==> src/rtl/l2_arbiter.sv <==
// Shares one L2 port between I-cache and D-cache. The L2 request starts one cycle after the request is seen; resp and rdata pass back in the same cycle as l2_resp.
// Backpressure: the losing requester holds its request until served. Ties favour D unless ARB_ROUND_ROBIN_EN is defined; then ties alternate.
module l2_arbiter (
   input  logic         clk,
   input  logic         rst,
   input  logic         i_read,
   input  logic [15:0]  i_address,
   output logic [127:0] i_rdata,
   output logic         i_resp,
   input  logic         d_read,
   input  logic         d_write,
   input  logic [15:0]  d_address,
   input  logic [127:0] d_wdata,
   output logic [127:0] d_rdata,
   output logic         d_resp,
   output logic         l2_read,
   output logic         l2_write,
   output logic [15:0]  l2_address,
   output logic [127:0] l2_wdata,
   input  logic [127:0] l2_rdata,
   input  logic         l2_resp
);

   typedef enum logic [1:0] {
      IDLE    = 2'd0,
      SERVE_I = 2'd1,
      SERVE_D = 2'd2
   } state_e;

   state_e         state_q, state_d;
   logic [15:0]    addr_q, addr_d;
   logic [127:0]   wdata_q, wdata_d;
   logic           wr_q, wr_d;
   logic           i_req, d_req, tie_to_d, pick_d;

`ifdef ARB_ROUND_ROBIN_EN
   // High when the most recent grant went to D.
   logic           last_d_q, last_d_d;
`endif

   always_comb begin
      i_req = i_read;
      d_req = d_read | d_write;
`ifdef ARB_ROUND_ROBIN_EN
      tie_to_d = ~last_d_q;
`else
      tie_to_d = 1'b1;
`endif
      pick_d = d_req & (~i_req | tie_to_d);
   end

   always_comb begin
      state_d  = state_q;
      addr_d   = addr_q;
      wdata_d  = wdata_q;
      wr_d     = wr_q;
`ifdef ARB_ROUND_ROBIN_EN
      last_d_d = last_d_q;
`endif
      i_resp   = 1'b0;
      d_resp   = 1'b0;
      l2_read  = 1'b0;
      l2_write = 1'b0;
      case (state_q)
         IDLE: begin
            if (pick_d) begin
               state_d  = SERVE_D;
               addr_d   = d_address;
               wdata_d  = d_wdata;
               // A simultaneous read and write is served as a write-back.
               wr_d     = d_write;
`ifdef ARB_ROUND_ROBIN_EN
               last_d_d = 1'b1;
`endif
            end else if (i_req) begin
               state_d  = SERVE_I;
               addr_d   = i_address;
               wr_d     = 1'b0;
`ifdef ARB_ROUND_ROBIN_EN
               last_d_d = 1'b0;
`endif
            end
         end
         SERVE_I: begin
            l2_read = 1'b1;
            if (l2_resp) begin
               i_resp  = 1'b1;
               state_d = IDLE;
            end
         end
         SERVE_D: begin
            l2_read  = ~wr_q;
            l2_write = wr_q;
            if (l2_resp) begin
               d_resp  = 1'b1;
               state_d = IDLE;
            end
         end
         default: state_d = IDLE;
      endcase
   end

   always_ff @(posedge clk) begin
      if (rst) begin
         state_q  <= IDLE;
         addr_q   <= 16'h0000;
         wdata_q  <= '0;
         wr_q     <= 1'b0;
`ifdef ARB_ROUND_ROBIN_EN
         last_d_q <= 1'b0;
`endif
      end else begin
         state_q  <= state_d;
         addr_q   <= addr_d;
         wdata_q  <= wdata_d;
         wr_q     <= wr_d;
`ifdef ARB_ROUND_ROBIN_EN
         last_d_q <= last_d_d;
`endif
      end
   end

   assign l2_address = addr_q;
   assign l2_wdata   = wdata_q;
   assign i_rdata    = l2_rdata;
   assign d_rdata    = l2_rdata;

endmodule

==> config.mk <==
export PLATFORM = sky130hd
export DESIGN_NAME = l2_arbiter
export DESIGN_NICKNAME = d
export VERILOG_FILES = /design/src/rtl/l2_arbiter.sv
export SDC_FILE = /design/constraint.sdc
export NUM_CORES = 1
export LEC_CHECK = 0
export ABC_AREA = 1
export CORE_AREA = 2 2 272 274
export CTS_CLUSTER_SIZE = 14
export DETAILED_ROUTE_END_ITERATION = 12
export DIE_AREA = 0 0 274 276
export SLEW_MARGIN = 10
export SYNTH_ARGS = -nofsm -noshare
export SYNTH_HDL_FRONTEND = slang
export SYNTH_SLANG_ARGS = --single-unit
==> constraint.sdc <==
create_clock -name clk -period 2.9 [get_ports clk]
set_input_delay 0.29 -clock clk [delete_from_list [all_inputs] [get_ports clk]]
set_output_delay 0.29 -clock clk [all_outputs]
set_load 0.005 [all_outputs]
== Yosys cells after proc, flatten, opt, wreduce, memory -nomap -nowiden ==
Index checks and enable logic that the tools add are counted.

* Flip-flop bits (word level): 147
* Input bits: 294
* Word-level logic and storage cells: 29
* Output and inout port bits: 404

* Equality and inequality tests: 4
* Reductions and logical operators: 6
* Bitwise logic cells: 2
* Muxes and demuxes: 13

{| class="wikitable"
|+ Operators by type and width
! kind !! count
|-
| two-way mux 16 bit || 2
|-
| two-way mux 1 bit || 6
|-
| two-way mux 2 bit || 3
|-
| AND reduction 2 bit || 3
|-
| case mux 2 bit (2 select lines) || 1
|-
| inequality test 3 bit, second input constant || 1
|-
| == test 2 x 1 -> 1 bit, second input constant || 1
|-
| == test 2 bit, second input constant || 1
|-
| zero test 2 bit || 1
|-
| inequality test 2 x 1 -> 1 bit, second input constant || 1
|-
| case mux 1 bit (2 select lines) || 1
|-
| nonzero test 2 bit || 1
|-
| OR reduction 2 bit || 1
|-
| NOT 1 bit || 1
|-
| bitwise OR 1 bit || 1
|}

== Longest topological paths before layout ==
* Depth in word-level cells: 4
* Gate-level depth with buffers: 9
* Depth with buffers taken out: 8

== Least setup slack after synthesis ==
No wires, ideal clock.

* Path type: register -> register
* Start: reg state_q[0]
* End: reg wdata_q[101] (netlist: l2_wdata[101])
* Setup slack: 1582 ps
* Library setup time: 65 ps
* Arrival: 1253 ps
* Period minus slack after synthesis: 1318 ps
* Cell stages (with the launch flop): 9
* Cells stage by stage: dfxtp_1 inv_1 ha_1 inv_2 nor2_4 buf_8 buf_6 nor2_1 nor2_1

* Cells in the longest elaborated chain, start to end: 2

{| class="wikitable"
|+ Ends and longest elaborated chain
! what !! RTL line !! text
|-
| start, declared || 30 || <nowiki>state_e state_q, state_d;</nowiki>
|-
| start signal, assigned || 113 || <nowiki>state_q <= state_d;</nowiki>
|-
| zero test 2 bit || 64 || <nowiki>case (state_q)</nowiki>
|-
| AND reduction 2 bit (no line) || - ||
|-
| end signal, assigned || 115 || <nowiki>wdata_q <= wdata_d;</nowiki>
|-
| end, declared || 32 || <nowiki>logic [127:0] wdata_q, wdata_d;</nowiki>
|}

No other way between the ends.
A chain may end at the register's enable or synchronous reset.

== Worst setup path in the final report ==
* Start: reg state_q[0]
* End: out l2_read

* Cells in the longest elaborated chain, start to end: 2

{| class="wikitable"
|+ Ends and longest elaborated chain
! what !! RTL line !! text
|-
| == test 2 bit or == test 2 x 1 -> 1 bit (tied branches) || 64 ||
|-
| case mux 1 bit (2 select lines) * || 64 ||
|-
| end, declared || 16 || <nowiki>output logic l2_read,</nowiki>
|}

Every way passes the cells marked *; elsewhere a longest branch is shown, timed or not.

==> impl_metrics.py <==
metrics = {
    "sta": {
        "slew_headroom": 0.5437,
        "fmax_mhz": 461.6,
        "rsz0062_at_grt": "no",
        "period_needed_ns": 2.166,
        "hold_ws_ns": 0.4269,
        "period_share": 0.7470,
        "slew_violations": 0,
        "finClkSkew_ns": 0.01353,
        "tns_ns": 0,
        "fin_ws_ns": 0.7337,
        "finalHoldViolCount": 0,
        "worst_pin_slew_ns": 0.6845,
        "setup_viol": 0,
    },
    "floorplan": {
        "die-area_sq_um": 75620,
        "dieHeight_um": 276,
        "initial_core_util": 0.1034,
        "ios": 698,
        "core_sq_um": 72590,
        "num_rows": 99,
        "die_w_um": 274,
    },
    "finish": {
        "drive_gt1_frac": 0.04744,
        "stdcell_area_sq_um": 10340,
        "final_cells": 2015,
        "nets": 1338,
        "syn2layout_area_growth_pct": 37.79,
    },
    "route": {
        "finalWirelength_um": 26920,
        "viasPerCell": 3.017,
        "routedWlPerCell_um": 13.36,
        "firstDrtPassIters": 4,
        "drc": 0,
        "ant_nets": 0,
        "drt-initial-drc-count": 310,
        "vias": 6080,
    },
    "clocking": {
        "htreeDepth": 4,
        "numCtsBuffers": 17,
        "cts_buffer_depth": 2,
        "clock-sinks": 147,
        "postCtsSetupBuffers": 0,
        "clock_latency_ns": 0.48,
        "cts_tree": "yes",
        "clk_pin_slew_ns": 0.07,
        "cts_root_buf": "clkbuf_16",
        "postCtsResizedCells": 0,
        "cts_hold_buffers": 0,
    },
    "synthesis": {
        "syn_area_per_cell_sq_um": 7.472,
        "synth_warnings": 0,
        "ys_ff_latch": 147,
        "syn_nets": 1301,
        "netlist_area_sq_um": 7502,
        "synth_area_leaders": "dfxtp_1, buf_4, nor2_1",
        "netlist.area_leader.share": 0.3923,
        "yosys-top-cells-count": "nor2_1, buf_4, dfxtp_1",
        "yosysSeqAreaShare": 0.3923,
        "synthFlopType": "dfxtp_1",
        "syn_inst": 1004,
        "yosysTopAreaCell": "dfxtp_1",
        "async_reset_ff_frac": 0,
        "ys_types": 20,
        "yosysMostFrequentCell": "nor2_1",
        "synth_edf_count": 0,
    },
    "power": {
        "powerDensity_nw_per_um2": 604.6,
        "vdd_ir_drop_max_uv": 278.6,
        "leakage_nw": 3.977,
    },
    "flow_run": {
        "drv_cap": 0,
    },
    "placement": {
        "dp.cells": 1981,
        "dpl_cell_area_sq_um": 9703,
        "routabilityCongestion": 0.7868,
        "hpwl_um": 20130,
        "pre_cts_slack_ns": 0.6403,
        "numPortBuffers": 313,
    },
    "worst_setup_path": {
        "critPathKind": "flop to primary output",
        "start_kind": "flop",
        "crit_fanout": 3,
        "cp-end-kind": "primary output",
        "required_ns": 2.61,
        "cp_data_arrival_time_ns": 1.88,
    },
    "global_routing": {
        "grt_max_degree": 130,
        "grt_overflow": 0,
        "antenna_found_initial": 3,
        "grt_pass1_wl_um": 38160,
        "grt_pass1_vias": 5828,
        "track_usage": 0.07051,
    },
    "status": {
        "status": "completed",
    },
    "worst_hold_path": {
        "holdCritPathClass": "input pin to flop",
    },
}
-- placed cells by master (no fill, tap or decap) --
cell type        count
nor2_4               3
nand2_4              2
a21oi_1              2
o21a_1               1
inv_6                3
clkbuf_16           17
clkinv_2             3
clkdlybuf4s50_1    313
clkinvlp_4           1
dfxtp_1            147
clkinv_4             4
bufinv_16            4
inv_2                3
diode_2              2
buf_4                5
buf_12               4
nand2_1             93
inv_4                1
inv_1               24
o21ai_0            104
ha_1                 3
nor2_1             292
nand3_1              1
o21ai_1             24
-- final timing paths --
path,startpoint,endpoint,slack [ns],depth (start not counted)
max,state_q[0],l2_read,0.73,6
min,d_wdata[112],l2_wdata[112],0.43,3
max reg2reg,state_q[0],l2_address[3],1.00,9
min reg2reg,l2_wdata[112],l2_wdata[112],0.48,2
-- cell families (layout without fill, tap and decap cells) --
| logic type | Yosys count | after routing | share of synthesized area |
|---|---|---|---|
| compound gates | 131 | 131 | 0.08773 |
| buf+inv | 332 | 382 | 0.3142 |
| simple gates | 391 | 391 | 0.2008 |
| other cells | 0 | 2 | 0 |
| flops | 147 | 147 | 0.3923 |
| fa+ha+maj | 3 | 3 | 0.005004 |
-- state kept, by name, summed over array words and instances, names as in the netlist --
| register | flops |
|---|---|
| l2_address | 16 |
| l2_wdata | 128 |
| state_q | 2 |
| wr_q | 1 |
-- critical path, cell delays in order, from the launching register on --
cell and delay (ns):
dfxtp_1 0.33, inv_1 0.08, ha_1 0.19, inv_1 0.05, nor2_1 0.08, o21a_1 0.15
clkdlybuf4s50_1 0.53
-- metal layers --
layer,track usage,part of all wire,routed length [um]
met5,0.01027,0.0044,118
met4,0.05407,0.059,1585
met3,0.05089,0.16,4312
met2,0.09745,0.40,10880
met1,0.07164,0.37,10020
-- stage by stage --
stage	utilization	total power [W]
4_1_cts	0.1423	0.006438
3_5_place_dp	0.1337	0.003869
6_report	0.1424	0.006250
3_3_place_gp	0.1337	0.003856
2_1_floorplan	-	0.003305
5_1_grt	0.1424	0.006655
-- power breakdown --
part	switching (W)	internal, W
Combinational	0.000616	0.000783
Clock	0.00102	0.00144
Sequential	0.000126	0.00226
-- layout make-up --
type	count	area (sq um)
Clock buffer	17	425.4
Clock inverter	15	203.9
Timing Repair Buffer	322	3251
Multi-Input combinational cell	525	2202
Sequential cell	147	2943
Inverter	28	107.6
Antenna cell	2	5.005
Fill cell	8414	62250
Tap cell	959	1200
Note: power is estimated with default switching activity, not from simulation.
